--- config.mk ---
export PLATFORM = sky130hd
export DESIGN_NAME = sdram_burst_arbiter_flat
export DESIGN_NICKNAME = d
export VERILOG_FILES = /design/src/rtl/sdram_burst_arbiter_pkg.sv /design/src/rtl/sdram_burst_arbiter_if.sv /design/src/rtl/sdram_burst_arbiter_addr_gen.sv /design/src/rtl/sdram_burst_arbiter.sv /design/src/flat_wrapper.sv
export SDC_FILE = /design/constraint.sdc
export NUM_CORES = 1
export LEC_CHECK = 0
export BUFFER_PORTS_ARGS = -buffer_cell sky130_fd_sc_hd__buf_2
export CAP_MARGIN = 25
export CORE_UTILIZATION = 25
export CTS_CLUSTER_DIAMETER = 120
export CTS_CLUSTER_SIZE = 28
export DETAILED_ROUTE_END_ITERATION = 10
export PLACE_DENSITY = 0.45
export SLEW_MARGIN = 0
export SYNTH_ARGS = -nofsm -noshare
export SYNTH_HDL_FRONTEND = slang
export SYNTH_SLANG_ARGS = --single-unit
--- constraint.sdc ---
create_clock -name clk -period 6.3 [get_ports clk]
set_clock_uncertainty 0.05 [all_clocks]
set_input_delay 1.575 -clock clk [delete_from_list [all_inputs] [get_ports clk]]
set_output_delay 1.575 -clock clk [all_outputs]
set_load 0.01 [all_outputs]
--- src/rtl/sdram_burst_arbiter_pkg.sv ---
// Shared types and widths for the SDRAM burst arbiter slice.
package sdram_burst_arbiter_pkg;

    localparam int ADDR_W = 24;
    localparam int LEN_W  = 10;

    // state | meaning
    // IDLE  | waiting for SDRAM init to complete
    // ARB   | choosing the next burst; one cycle minimum between bursts
    // WRITE | write burst granted, wr_req held until wr_end
    // READ  | read burst granted, rd_req held until rd_end
    typedef enum logic [1:0] {
        ST_IDLE  = 2'd0,
        ST_ARB   = 2'd1,
        ST_WRITE = 2'd2,
        ST_READ  = 2'd3
    } state_t;

    typedef enum logic {
        GNT_WRITE = 1'b0,
        GNT_READ  = 1'b1
    } grant_t;

    // Read FIFO can absorb a full burst when count+len stays within 2**LEN_W-1,
    // i.e. the (LEN_W+1)-bit sum does not carry into its top bit.
    function automatic logic rd_has_room(input logic [LEN_W-1:0] num,
                                         input logic [LEN_W-1:0] len);
        logic [LEN_W:0] sum;
        sum = {1'b0, num} + {1'b0, len};
        return !sum[LEN_W];
    endfunction

endpackage

--- src/rtl/sdram_burst_arbiter_if.sv ---
// FIFO-level / window / engine handshake bundle around the burst arbiter.
interface sdram_burst_arbiter_if;
    import sdram_burst_arbiter_pkg::*;

    logic              init_end;
    logic [LEN_W-1:0]  wr_fifo_num;
    logic [LEN_W-1:0]  rd_fifo_num;
    logic [ADDR_W-1:0] wr_b_addr;
    logic [ADDR_W-1:0] wr_e_addr;
    logic [ADDR_W-1:0] rd_b_addr;
    logic [ADDR_W-1:0] rd_e_addr;
    logic [LEN_W-1:0]  wr_burst_len;
    logic [LEN_W-1:0]  rd_burst_len;
    logic              rd_valid;
    logic              wr_rst;
    logic              rd_rst;
    logic              wr_end;
    logic              rd_end;
    logic              wr_req;
    logic [ADDR_W-1:0] wr_addr;
    logic              rd_req;
    logic [ADDR_W-1:0] rd_addr;
    logic              wr_frame_end;
    logic              rd_frame_end;

    modport slave (
        input  init_end, wr_fifo_num, rd_fifo_num, wr_b_addr, wr_e_addr,
               rd_b_addr, rd_e_addr, wr_burst_len, rd_burst_len, rd_valid,
               wr_rst, rd_rst, wr_end, rd_end,
        output wr_req, wr_addr, rd_req, rd_addr, wr_frame_end, rd_frame_end
    );

    modport master (
        output init_end, wr_fifo_num, rd_fifo_num, wr_b_addr, wr_e_addr,
               rd_b_addr, rd_e_addr, wr_burst_len, rd_burst_len, rd_valid,
               wr_rst, rd_rst, wr_end, rd_end,
        input  wr_req, wr_addr, rd_req, rd_addr, wr_frame_end, rd_frame_end
    );

endinterface

--- src/rtl/sdram_burst_arbiter_addr_gen.sv ---
// Burst start-address generator: steps by the burst length and wraps inside
// [base, end). A reload request during the path's own burst is deferred to
// the end of that burst and then overrides the step.
module sdram_burst_arbiter_addr_gen
    import sdram_burst_arbiter_pkg::*;
(
    input  logic              clk,
    input  logic              rst_n,
    input  logic [ADDR_W-1:0] i_b_addr,
    input  logic [ADDR_W-1:0] i_e_addr,
    input  logic [LEN_W-1:0]  i_len,
    input  logic              i_busy,
    input  logic              i_step,
    input  logic              i_reload,
    output logic [ADDR_W-1:0] o_addr,
    output logic              o_frame_end
);

    logic [ADDR_W-1:0] r_addr;
    logic              r_pend;
    logic              r_frame_end;
    logic [ADDR_W:0]   w_nxt;
    logic              w_wrap;

    assign w_nxt  = {1'b0, r_addr} + {{(ADDR_W + 1 - LEN_W){1'b0}}, i_len};
    assign w_wrap = (w_nxt >= {1'b0, i_e_addr});

    // Address register, deferred-reload flag and one-cycle wrap pulse.
    always_ff @(posedge clk) begin
        if (!rst_n) begin
            r_addr      <= i_b_addr;
            r_pend      <= 1'b0;
            r_frame_end <= 1'b0;
        end else begin
            r_frame_end <= 1'b0;
            if (i_step) begin
                r_pend <= 1'b0;
                if (r_pend || i_reload) begin
                    r_addr <= i_b_addr;
                end else if (w_wrap) begin
                    r_addr      <= i_b_addr;
                    r_frame_end <= 1'b1;
                end else begin
                    r_addr <= w_nxt[ADDR_W-1:0];
                end
            end else if (i_reload) begin
                if (i_busy) begin
                    r_pend <= 1'b1;
                end else begin
                    r_addr <= i_b_addr;
                end
            end
        end
    end

    assign o_addr      = r_addr;
    assign o_frame_end = r_frame_end;

endmodule

--- src/rtl/sdram_burst_arbiter.sv ---
// Grants the single SDRAM command engine to the write or read path, one burst
// at a time, round-robin on contention, with one ARB cycle after every burst.
module sdram_burst_arbiter
    import sdram_burst_arbiter_pkg::*;
(
    input  logic                 clk,
    input  logic                 rst_n,
    sdram_burst_arbiter_if.slave bus
);

    state_t r_state;
    state_t w_next_state;
    grant_t r_last_grant;
    logic   w_wr_elig;
    logic   w_rd_elig;
    logic   w_wr_req;
    logic   w_rd_req;
    logic   w_wr_step;
    logic   w_rd_step;

    assign w_wr_elig = (bus.wr_burst_len != '0) && (bus.wr_fifo_num >= bus.wr_burst_len);
    assign w_rd_elig = bus.rd_valid && (bus.rd_burst_len != '0)
                       && rd_has_room(bus.rd_fifo_num, bus.rd_burst_len);

    assign w_wr_step = (r_state == ST_WRITE) && bus.wr_end;
    assign w_rd_step = (r_state == ST_READ) && bus.rd_end;

    // State register.
    always_ff @(posedge clk) begin
        if (!rst_n) begin
            r_state <= ST_IDLE;
        end else begin
            r_state <= w_next_state;
        end
    end

    // Next-state and request decode.
    always_comb begin
        w_next_state = r_state;
        w_wr_req     = 1'b0;
        w_rd_req     = 1'b0;
        case (r_state)
            ST_IDLE: begin
                if (bus.init_end) w_next_state = ST_ARB;
            end
            ST_ARB: begin
                if (w_wr_elig && w_rd_elig) begin
                    w_next_state = (r_last_grant == GNT_READ) ? ST_WRITE : ST_READ;
                end else if (w_wr_elig) begin
                    w_next_state = ST_WRITE;
                end else if (w_rd_elig) begin
                    w_next_state = ST_READ;
                end
            end
            ST_WRITE: begin
                w_wr_req = 1'b1;
                if (bus.wr_end) w_next_state = ST_ARB;
            end
            ST_READ: begin
                w_rd_req = 1'b1;
                if (bus.rd_end) w_next_state = ST_ARB;
            end
            default: w_next_state = ST_IDLE;
        endcase
    end

    // Remember which path finished last for round-robin tie-breaks.
    always_ff @(posedge clk) begin
        if (!rst_n) begin
            r_last_grant <= GNT_READ;
        end else if (w_wr_step) begin
            r_last_grant <= GNT_WRITE;
        end else if (w_rd_step) begin
            r_last_grant <= GNT_READ;
        end
    end

    assign bus.wr_req = w_wr_req;
    assign bus.rd_req = w_rd_req;

    sdram_burst_arbiter_addr_gen u_wr_addr (
        .clk         (clk),
        .rst_n       (rst_n),
        .i_b_addr    (bus.wr_b_addr),
        .i_e_addr    (bus.wr_e_addr),
        .i_len       (bus.wr_burst_len),
        .i_busy      (r_state == ST_WRITE),
        .i_step      (w_wr_step),
        .i_reload    (bus.wr_rst),
        .o_addr      (bus.wr_addr),
        .o_frame_end (bus.wr_frame_end)
    );

    sdram_burst_arbiter_addr_gen u_rd_addr (
        .clk         (clk),
        .rst_n       (rst_n),
        .i_b_addr    (bus.rd_b_addr),
        .i_e_addr    (bus.rd_e_addr),
        .i_len       (bus.rd_burst_len),
        .i_busy      (r_state == ST_READ),
        .i_step      (w_rd_step),
        .i_reload    (bus.rd_rst),
        .o_addr      (bus.rd_addr),
        .o_frame_end (bus.rd_frame_end)
    );

endmodule

--- src/flat_wrapper.sv ---
// flat-port wrapper written by rule: the top's interface ports become plain ports
module sdram_burst_arbiter_flat import sdram_burst_arbiter_pkg::*;
  (clk, rst_n, bus_init_end, bus_wr_fifo_num, bus_rd_fifo_num, bus_wr_b_addr, bus_wr_e_addr, bus_rd_b_addr, bus_rd_e_addr, bus_wr_burst_len, bus_rd_burst_len, bus_rd_valid, bus_wr_rst, bus_rd_rst, bus_wr_end, bus_rd_end, bus_wr_req, bus_wr_addr, bus_rd_req, bus_rd_addr, bus_wr_frame_end, bus_rd_frame_end);
  sdram_burst_arbiter_if bus_i ();
  input  logic clk;
  input  logic rst_n;
  input wire logic [$bits(bus_i.init_end)-1:0] bus_init_end;
  input wire logic [$bits(bus_i.wr_fifo_num)-1:0] bus_wr_fifo_num;
  input wire logic [$bits(bus_i.rd_fifo_num)-1:0] bus_rd_fifo_num;
  input wire logic [$bits(bus_i.wr_b_addr)-1:0] bus_wr_b_addr;
  input wire logic [$bits(bus_i.wr_e_addr)-1:0] bus_wr_e_addr;
  input wire logic [$bits(bus_i.rd_b_addr)-1:0] bus_rd_b_addr;
  input wire logic [$bits(bus_i.rd_e_addr)-1:0] bus_rd_e_addr;
  input wire logic [$bits(bus_i.wr_burst_len)-1:0] bus_wr_burst_len;
  input wire logic [$bits(bus_i.rd_burst_len)-1:0] bus_rd_burst_len;
  input wire logic [$bits(bus_i.rd_valid)-1:0] bus_rd_valid;
  input wire logic [$bits(bus_i.wr_rst)-1:0] bus_wr_rst;
  input wire logic [$bits(bus_i.rd_rst)-1:0] bus_rd_rst;
  input wire logic [$bits(bus_i.wr_end)-1:0] bus_wr_end;
  input wire logic [$bits(bus_i.rd_end)-1:0] bus_rd_end;
  output wire logic [$bits(bus_i.wr_req)-1:0] bus_wr_req;
  output wire logic [$bits(bus_i.wr_addr)-1:0] bus_wr_addr;
  output wire logic [$bits(bus_i.rd_req)-1:0] bus_rd_req;
  output wire logic [$bits(bus_i.rd_addr)-1:0] bus_rd_addr;
  output wire logic [$bits(bus_i.wr_frame_end)-1:0] bus_wr_frame_end;
  output wire logic [$bits(bus_i.rd_frame_end)-1:0] bus_rd_frame_end;
  assign bus_i.init_end = bus_init_end;
  assign bus_i.wr_fifo_num = bus_wr_fifo_num;
  assign bus_i.rd_fifo_num = bus_rd_fifo_num;
  assign bus_i.wr_b_addr = bus_wr_b_addr;
  assign bus_i.wr_e_addr = bus_wr_e_addr;
  assign bus_i.rd_b_addr = bus_rd_b_addr;
  assign bus_i.rd_e_addr = bus_rd_e_addr;
  assign bus_i.wr_burst_len = bus_wr_burst_len;
  assign bus_i.rd_burst_len = bus_rd_burst_len;
  assign bus_i.rd_valid = bus_rd_valid;
  assign bus_i.wr_rst = bus_wr_rst;
  assign bus_i.rd_rst = bus_rd_rst;
  assign bus_i.wr_end = bus_wr_end;
  assign bus_i.rd_end = bus_rd_end;
  assign bus_wr_req = bus_i.wr_req;
  assign bus_wr_addr = bus_i.wr_addr;
  assign bus_rd_req = bus_i.rd_req;
  assign bus_rd_addr = bus_i.rd_addr;
  assign bus_wr_frame_end = bus_i.wr_frame_end;
  assign bus_rd_frame_end = bus_i.rd_frame_end;
  sdram_burst_arbiter u_core (.clk(clk), .rst_n(rst_n), .bus(bus_i));
endmodule
Yosys cells after proc, flatten, opt, wreduce, memory -nomap -nowiden
Cells that the tools add are included.
{"block": "word_totals", "elab_cells": 76, "out_inout_bits": 52, "regBits": 55, "inputBits": 144}
{"block": "classes", "n_eq_ne": 11, "muxes": 26, "order_cmp": 3, "bitwise_logic": 3, "addsub": 3, "reduce_logical": 22}
{"op": "24-bit 2-to-1 mux", "count": 12}
{"op": "24-bit by 10-bit adder with 25-bit output", "count": 2}
{"op": "25-bit by 24-bit greater-or-equal comparator with 1-bit output", "count": 2}
{"op": "10-bit nonzero test", "count": 2}
{"op": "2-bit 2-to-1 mux", "count": 6}
{"op": "10-bit by 10-bit adder with 11-bit output", "count": 1}
{"op": "10-bit greater-or-equal comparator", "count": 1}
{"op": "2-bit case mux with 4 select lines", "count": 1}
{"op": "2-bit AND reduction", "count": 4}
{"op": "1-bit 2-to-1 mux", "count": 7}
{"op": "1-bit logical AND", "count": 6}
{"op": "2-bit != test, second input constant", "count": 3}
{"op": "3-bit by 1-bit != test with 1-bit output, second input constant", "count": 2}
{"op": "3-bit by 2-bit != test with 1-bit output, second input constant", "count": 2}
{"op": "3-bit OR reduction", "count": 2}
{"op": "2-bit == test, second input constant", "count": 2}
{"op": "4-bit by 1-bit != test with 1-bit output, second input constant", "count": 1}
{"op": "4-bit AND reduction", "count": 1}
{"op": "2-bit OR reduction", "count": 2}
{"op": "1-bit NOT", "count": 3}
{"op": "2-bit by 1-bit == test with 1-bit output, second input constant", "count": 1}
{"op": "2-bit zero test", "count": 1}
{"op": "1-bit logical OR", "count": 2}
{"op": "2-bit nonzero test", "count": 1}
{"op": "1-bit zero test", "count": 1}

Depth between registers and ports, before layout
Gate-level depths: netlist of the first run.
{"block": "depth", "ltp_word": 7, "ltp_mapped": 18, "mapped_depth_nobuf": 17}

Cells and area by module
Synthesis of the first run repeated with hierarchy kept, for this count alone.
{"block": "unflattened", "hier_cells": 575, "area_unflattened_um2": 5605.4}
{"module": "sdram_burst_arbiter_addr_gen", "cells_each": 245, "instances": 2, "seq_area_each_um2": 760.7, "area_per_inst_um2": 2468.6}
{"module": "sdram_burst_arbiter", "cells_each": 85, "instances": 1, "seq_area_each_um2": 60.1, "area_per_inst_um2": 668.1}

Worst setup path after synthesis of the first run
Ideal clock, no wire load.
{"block": "synth_timing", "kind": "input to register", "startpoint": "input port bus_wr_burst_len[0]", "endpoint": "register u_core.u_wr_addr.r_addr[10], in the netlist u_core.u_wr_addr.o_addr[10] (data pin)", "path_slack_ns": 1.009, "cell_stages": 18, "arrival_time_ns": 4.980, "t_required_ns": 5.990, "path_buffers": 1, "setup_ns": 0.260, "cell_sequence": "ha_1 -> inv_1 -> fa_1 -> nor2b_4 -> o2111ai_2 -> a31o_1 -> a21oi_1 -> nand4_1 -> xnor2_1 -> ha_1 -> a211oi_1 -> o21ai_0 -> a21oi_1 -> o211ai_1 -> a211oi_2 -> nand2_4 -> buf_8 -> mux2_4"}
{"block": "synth_via", "elab_chain_cells": 6}
{"item": "start: declaration", "line_no": "flat_wrapper.sv:14", "text": "input wire logic [$bits(bus_i.wr_burst_len)-1:0] bus_wr_burst_len;"}
{"item": "24-bit by 10-bit adder with 25-bit output *", "line_no": "sdram_burst_arbiter_addr_gen.sv:25", "text": "assign w_nxt = {1'b0, r_addr} + {{(ADDR_W + 1 - LEN_W){1'b0}}, i_len};"}
{"item": "25-bit by 24-bit greater-or-equal comparator with 1-bit output", "line_no": "sdram_burst_arbiter_addr_gen.sv:26", "text": "assign w_wrap = (w_nxt >= {1'b0, i_e_addr});"}
{"item": "24-bit 2-to-1 mux *", "line_no": "sdram_burst_arbiter_addr_gen.sv:40", "text": "end else if (w_wrap) begin"}
{"item": "24-bit 2-to-1 mux *", "line_no": "sdram_burst_arbiter_addr_gen.sv:38", "text": "if (r_pend || i_reload) begin"}
{"item": "24-bit 2-to-1 mux *", "line_no": "sdram_burst_arbiter_addr_gen.sv:36", "text": "if (i_step) begin"}
{"item": "24-bit 2-to-1 mux *", "line_no": "sdram_burst_arbiter_addr_gen.sv:30", "text": "if (!rst_n) begin"}
{"item": "end signal: assignment", "line_no": "sdram_burst_arbiter_addr_gen.sv:31", "text": "r_addr <= i_b_addr;"}
{"item": "end signal: assignment", "line_no": "sdram_burst_arbiter_addr_gen.sv:39", "text": "r_addr <= i_b_addr;"}
{"item": "end signal: assignment", "line_no": "sdram_burst_arbiter_addr_gen.sv:41", "text": "r_addr <= i_b_addr;"}
{"item": "end: declaration", "line_no": "sdram_burst_arbiter_addr_gen.sv:19", "text": "logic [ADDR_W-1:0] r_addr;"}
Every way passes the cells marked *; elsewhere a longest branch is shown, timed or not.
A chain may end at the register's enable or synchronous reset.

Worst setup path in the final report of the first run
{"block": "layout_timing", "startpoint": "input port bus_wr_burst_len[0]", "endpoint": "register u_core.u_wr_addr.r_addr[1], in the netlist u_core.u_wr_addr.o_addr[1] (data pin)"}
The elaborated chain is that of the path after synthesis.

==> results of run 1 <==
## final cells by class
cell class,instances,area [um2],share of cell area (%)
Clock buffer,6,128.9,1.801
Tap cell,280,350.3,4.895
Multi-Input combinational cell,433,3756,52.48
Clock inverter,2,16.27,0.2273
Antenna cell,2,5.005,0.06993
Sequential cell,55,1582,22.10
Inverter,78,292.8,4.091
Timing Repair Buffer,200,1026,14.34
## metrics by stage
| step | hold slack (ns) | utilization (%) |
|---|---|---|
| floorplan | 0.3874 | - |
| global placement | 0.4103 | 31.71 |
| detailed placement | 0.4215 | 31.71 |
| CTS | 0.4439 | 32.37 |
| global route | 0.4602 | 32.37 |
| finish | 0.4416 | 32.39 |
## path summary, 6_finish.rpt
check	from	endpoint	slack (ns)
setup / recovery	bus_wr_burst_len[0]	u_core.u_wr_addr.o_addr[1]	0.61
setup reg to reg	u_core.u_wr_addr.o_addr[0]	u_core.u_wr_addr.o_addr[1]	1.63
hold reg to reg	u_core.u_rd_addr.r_pend	u_core.u_rd_addr.r_pend	0.44
hold / removal	u_core.u_rd_addr.r_pend	u_core.u_rd_addr.r_pend	0.44
## routing by layer
layer	GRT usage, %	part of all wire [%]	up-vias
met3	3.232	5.9	7
met2	24.38	46	141
met1	18.70	48	2209
met4	2.165	0.41	0
met5	0	0	-
li1	-	-	2494
## cells in the mapped netlist (4+ instances only)
cell	count	area, um2
ha_1	87	1089
inv_1	78	292.8
edfxtp_1	48	1441
mux2_4	40	600.6
nor2_1	33	123.9
xnor2_1	33	289.0
nand2_1	32	120.1
a21oi_1	29	145.1
o21ai_0	22	110.1
nand4_1	18	112.6
nand3_1	12	60.06
a211oi_1	9	67.56
mux2_2	8	90.09
o21a_1	8	60.06
xor2_1	8	70.07
dfxtp_1	7	140.1
nand2b_1	7	43.79
o211ai_1	7	52.55
a21o_1	6	45.04
nor4_1	6	37.54
nor2b_1	5	31.28
nor3_1	5	25.02
and3_1	4	25.02
o31a_1	4	35.03
## where the power goes
part	internal [mW]	switching, mW	leakage (nW)	total (mW)
Sequential	0.429	0.0282	0.546	0.457
Clock	0.150	0.150	0.0675	0.301
Combinational	0.215	0.252	2.91	0.467
## flip-flops by register name, summed over array words and instances (netlist names)
name                          count
u_core.u_wr_addr.r_pend           1
u_core.r_state                    2
u_core.u_rd_addr.o_addr          24
u_core.u_wr_addr.o_addr          24
u_core.u_rd_addr.r_pend           1
u_core.r_last_grant               1
u_core.u_wr_addr.o_frame_end      1
u_core.u_rd_addr.o_frame_end      1
## cell families after synthesis
family,after synthesis
AND/OR/NAND/NOR,141
flip-flops,55
AO/OA/AOI/OAI,112
multiplexers,50
XOR/XNOR,41
adder cells (fa/ha/maj),89
buffers and inverters,85
## worst min-delay path: stages, from the launching register on
cell and delay (ns):
dfxtp_1 0.33, a21oi_1 0.04, nor2_1 0.08
==> results.yml, run 1 <==
status:
  status: "complete, no violations"
floorplan:
  dieArea_um2: 23380
  ios: 196
  die_x_um: 152.9
  initial_core_util_pct: 25.77
  die_h_um: 152.9
  num_rows: 54
  core_area_um2: 22090
clock_tree:
  clk_latency_ns: 0.31
  numCtsBuffers: 5
  cts-hold-fix-buffers: 0
  root_buffer: "clkbuf_16"
  htreeDepth: 2
  cts_tree: "done"
  clockBufferDepth: 2
  postCtsSetupRepairBufs: 0
  clkTransAtPathRegs_ns: 0.08
  cts_num_sinks: 55
  cts_resized: 0
final_layout:
  layout.nets: 1006
  area.growth.synth_to_final_pct: 25.69
  final_cell_mix: "195 x buf_2, 87 x ha_1, 78 x inv_1"
  drive_gt1_share_pct: 34.63
  instances_no_fill: 1056
  fill_cells: 2322
  final_common_cell: "buf_2"
  fin_area_um2: 7157
global_routing:
  gr-total-overflow: 0
  grt_max_degree: 25
  track_usage_pct: 14.31
  grt_pass1_vias: 5067
  antenna_found_initial: 2
  grt_first_pass_wirelength_mm: 26.23
power_and_ir_drop:
  p_total_mw: 1.225
  p_leak_nw: 3.518
  power_density_nw_per_um2: 171.1
  peakVddDrop_mv: 0.09005
timing:
  hold_viol_final: 0
  final.setup.tns_ns: 0
  maxSlewViolCount: 0
  tightest_slew_ns: 0.9485
  rsz0062_at_grt: "no"
  fmax_mhz: 175.8
  period_share_pct: 90.31
  maxSlewHeadroom_pct: 36.49
  final-setup-viol-count: 0
  setup_ws_ns: 0.6106
  fin_crit_ns: 5.689
setup_path:
  path_depth: 19
  cp-start-kind: "input port"
  crit_path_end_kind: "register"
  crit_type: "input port to register"
  path_buf_inv: 3
  worst_r2r_path_depth: 18
  cp.arrival_ns: 5.70
  path_cells: "buf_2 -> ha_1 -> inv_1 -> fa_1 -> nor2b_4 -> o2111ai_2 -> a31o_1 -> a21oi_1 -> buf_4 -> nand3_1 -> xnor2_1 -> ha_1 -> nand4_1 -> nor4_1 -> o211ai_1 -> o211ai_1 -> a211oi_2 -> nand2_4 -> mux2_2"
  slowest_stage: "nor4_1"
  required_ns: 6.31
  max_stage_delay_ns: 0.49
  cp_max_fo: 24
  cp_top_family: "simple AND/OR/NAND/NOR gates"
logic_synthesis:
  netlist_area_um2: 5694
  synth-xor-area-share_pct: 6.306
  synth_fa_ha_area_share_pct: 19.82
  synthesis.instances: 573
  synth_seq_cells: 55
  ys_seq_area_share_pct: 27.77
  synth_nets: 806
  synthArstFlopShare_pct: 0
  synth-main-ff-cell: "edfxtp_1"
  synth_top_family_by_area: "adder cells"
  synth.distinct_cells: 63
  synth_compound_area_share_pct: 13.95
  avgSynthCellArea_um2: 9.938
  yosys.area_share.simple_pct: 13.40
  yosys_warnings: 0
  synth_edf_count: 48
  synthMuxAreaShare_pct: 12.48
drt:
  viasPerCell: 4.594
  drc: 0
  vias: 4851
  wl_per_cell_um: 15.66
  ant_nets: 0
  wl_mm: 16.54
  drt_iter0_markers: 157
  dr.pass1.iters: 4
placed_design:
  dp_hpwl_mm: 13.98
  io_buffers: 195
  dp.cells: 1046
  post-place-ws_ns: 0.2120
  dpl_cell_area_um2: 7007
  gp_routability_congestion: 0.8229
min_path:
  whs_path_depth: 2
  hp-class: "register to register"
run:
  cap_violations: 0
(Power assumes the default switching activity.)
==> run 2, diff against run 1 <==
- ABC_AREA: unset -> 1
- CORE_UTILIZATION: 25 -> 33
- PLACE_DENSITY: 0.45 -> 0.54
- REMOVE_ABC_BUFFERS: unset -> 1
==> results.yml, run 2 <==
clock_tree:
  htreeDepth: 2
  clkTransAtPathRegs_ns: 0.08
  clockBufferDepth: 2
  clk_latency_ns: 0.32
  cts-hold-fix-buffers: 0
  numCtsBuffers: 5
  cts_num_sinks: 55
  root_buffer: "clkbuf_16"
  postCtsSetupRepairBufs: 0
  cts_resized: 0
  cts_tree: "done"
final_layout:
  layout.nets: 1463
  final_common_cell: "nand2_1"
  drive_gt1_share_pct: 19.09
  diodes: 0
  final_cell_mix: "386 x nand2_1, 195 x buf_2, 171 x inv_1"
  area.growth.synth_to_final_pct: 21.11
  fin_area_um2: 8134
placed_design:
  io_buffers: 195
  dpl_cell_area_um2: 7961
  gp_routability_congestion: 0.8938
  dp_hpwl_mm: 17.59
logic_synthesis:
  synth-main-ff-cell: "edfxtp_1"
  synthArstFlopShare_pct: 0
  ys_seq_area_share_pct: 23.55
  synth_edf_count: 48
  yosysMostFrequentCell: "nand2_1"
  synthesis.instances: 1037
  yosys.area.top_type: "nand2_1"
  netlist.area_leader.share_pct: 21.57
  netlist_area_um2: 6716
  synth.distinct_cells: 37
  avgSynthCellArea_um2: 6.477
  synth_seq_cells: 55
  synth_area_leaders: "nand2_1 22%, edfxtp_1 21%, ha_1 16%"
  yosys_warnings: 0
  synthTopCellsByCount: "386 x nand2_1, 171 x inv_1, 87 x ha_1"
timing:
  final.setup.tns_ns: 0
  rsz0062_at_grt: "no"
  maxSlewViolCount: 0
  fin_crit_ns: 5.032
  fmax_mhz: 198.7
  maxSlewHeadroom_pct: 56.92
  tightest_slew_ns: 0.6446
  hold_viol_final: 0
  final-setup-viol-count: 0
  period_share_pct: 79.88
global_routing:
  grt_pass1_vias: 6642
  grt_first_pass_wirelength_mm: 32.75
  track_usage_pct: 20.45
  grt_max_degree: 27
  antenna_found_initial: 0
  gr-total-overflow: 0
status:
  status: "complete, no violations"
drt:
  wl_per_cell_um: 14.19
  ant_nets: 0
  vias: 6990
  wl_mm: 21.22
  drc: 0
  dr.pass1.iters: 5
  drt_iter0_markers: 280
  viasPerCell: 4.672
floorplan:
  dieArea_um2: 20930
  die_h_um: 144.7
  initial_core_util_pct: 34.06
  die_x_um: 144.7
  core_area_um2: 19720
  ios: 196
  num_rows: 51
setup_path:
  required_ns: 6.32
  crit_type: "input port to register"
  cp.arrival_ns: 5.06
  cp_max_fo: 26
  cp-start-kind: "input port"
  crit_path_end_kind: "register"
run:
  cap_violations: 0
power_and_ir_drop:
  pwr-share-clk_pct: 25.1
  p_leak_nw: 4.672
  comb_power_share_pct: 41.6
  peakVddDrop_mv: 0.1050
  power_density_nw_per_um2: 173.8
  switching_power_mw: 0.5670
  switching_share_pct: 40.11
  p_total_mw: 1.414
  internal_power_mw: 0.8467
  seqPwrFrac_pct: 33.3
min_path:
  hp-class: "register to register"
-- run 2: cell count changes in the layout (fill, tap and decap cells not counted), moves of 9 or more --
| cell | delta |
|---|---|
| o21ai_0 | -14 |
| nand2_1 | +354 |
| mux2_4 | -40 |
| a21oi_1 | +10 |
| xnor2_1 | -28 |
| nand3_1 | +64 |
| nand4_1 | +16 |
| a211oi_1 | -9 |
| nor2_1 | +43 |
| xor2_1 | +12 |
| inv_1 | +93 |
-- run 2: per-layer routing --
| metal | track usage [%] | vias up | routed length, um |
|---|---|---|---|
| li1 | - | 3706 | - |
| met1 | 25.38 | 3060 | 9397 |
| met2 | 37.63 | 206 | 10540 |
| met3 | 2.435 | 18 | 1062 |
| met4 | 4.211 | 0 | 223 |
| met5 | 0 | - | 0 |
-- run 2: worst max-delay path: stages --
cell,delay [ns]
buf_2,0.13
ha_1,0.22
inv_1,0.07
fa_1,0.42
inv_2,0.09
nand2_1,0.06
a21oi_1,0.21
nand2_1,0.11
nand3_2,0.13
nand2_1,0.06
nand2_1,0.05
nand2_1,0.10
ha_1,0.29
inv_1,0.07
nor2_1,0.06
nand2_1,0.10
nor2_1,0.06
a21oi_1,0.16
nand3_2,0.15
nor2_8,0.35
nand3_4,0.37
nand2_1,0.15
nand2_1,0.06
-- run 2: layout make-up --
| type | instances | area, um2 |
|---|---|---|
| fillers | 2199 | 11580 |
| inverters | 179 | 671.9 |
| multi-input cells | 789 | 4355 |
| well taps | 265 | 331.6 |
| clock inverters | 3 | 47.55 |
| flip-flops and latches | 55 | 1582 |
| clock buffers | 5 | 125.1 |
| repair buffers | 200 | 1021 |
-- run 2: kinds of logic after synthesis --
logic type | Yosys count | share of synthesized area, %
AO/OA/AOI/OAI | 60 | 4.955
AND/OR/NAND/NOR | 615 | 39.83
adder cells (fa/ha/maj) | 89 | 16.80
buffers and inverters | 193 | 11.61
flip-flops | 55 | 23.55
XOR/XNOR | 25 | 3.260
-- run 2: power groups by stage --
| stage | registers [mW] | logic (mW) | clock network (mW) |
|---|---|---|---|
| floorplan | 0.482 | 0.378 | 0 |
| global route | 0.476 | 0.676 | 0.372 |
| detailed placement | 0.479 | 0.592 | 0 |
| CTS | 0.471 | 0.594 | 0.365 |
| global placement | 0.479 | 0.587 | 0 |
| finish | 0.471 | 0.588 | 0.355 |
-- run 2: final timing paths --
check	cells after the start	slack, ns	end	startpoint
hold reg to reg	2	0.41	u_core.r_last_grant	u_core.r_last_grant
setup reg to reg	18	2.29	u_core.u_rd_addr.o_addr[4]	u_core.u_rd_addr.o_addr[5]
hold / removal	2	0.41	u_core.r_last_grant	u_core.r_last_grant
setup / recovery	23	1.27	u_core.u_rd_addr.o_addr[4]	bus_rd_burst_len[0]
-- run 2: stage by stage --
| step | instances | setup slack [ns] | util, % | hold slack, ns |
|---|---|---|---|---|
| floorplan | 1023 | 1.701 | - | 0.3766 |
| global placement | 1487 | 0.9892 | 40.30 | 0.3980 |
| detailed placement | 1488 | 0.8641 | 40.38 | 0.4009 |
| CTS | 1496 | 1.211 | 41.25 | 0.4136 |
| global route | 1496 | 0.8803 | 41.25 | 0.4244 |
| finish | 1496 | 1.268 | 41.25 | 0.4080 |
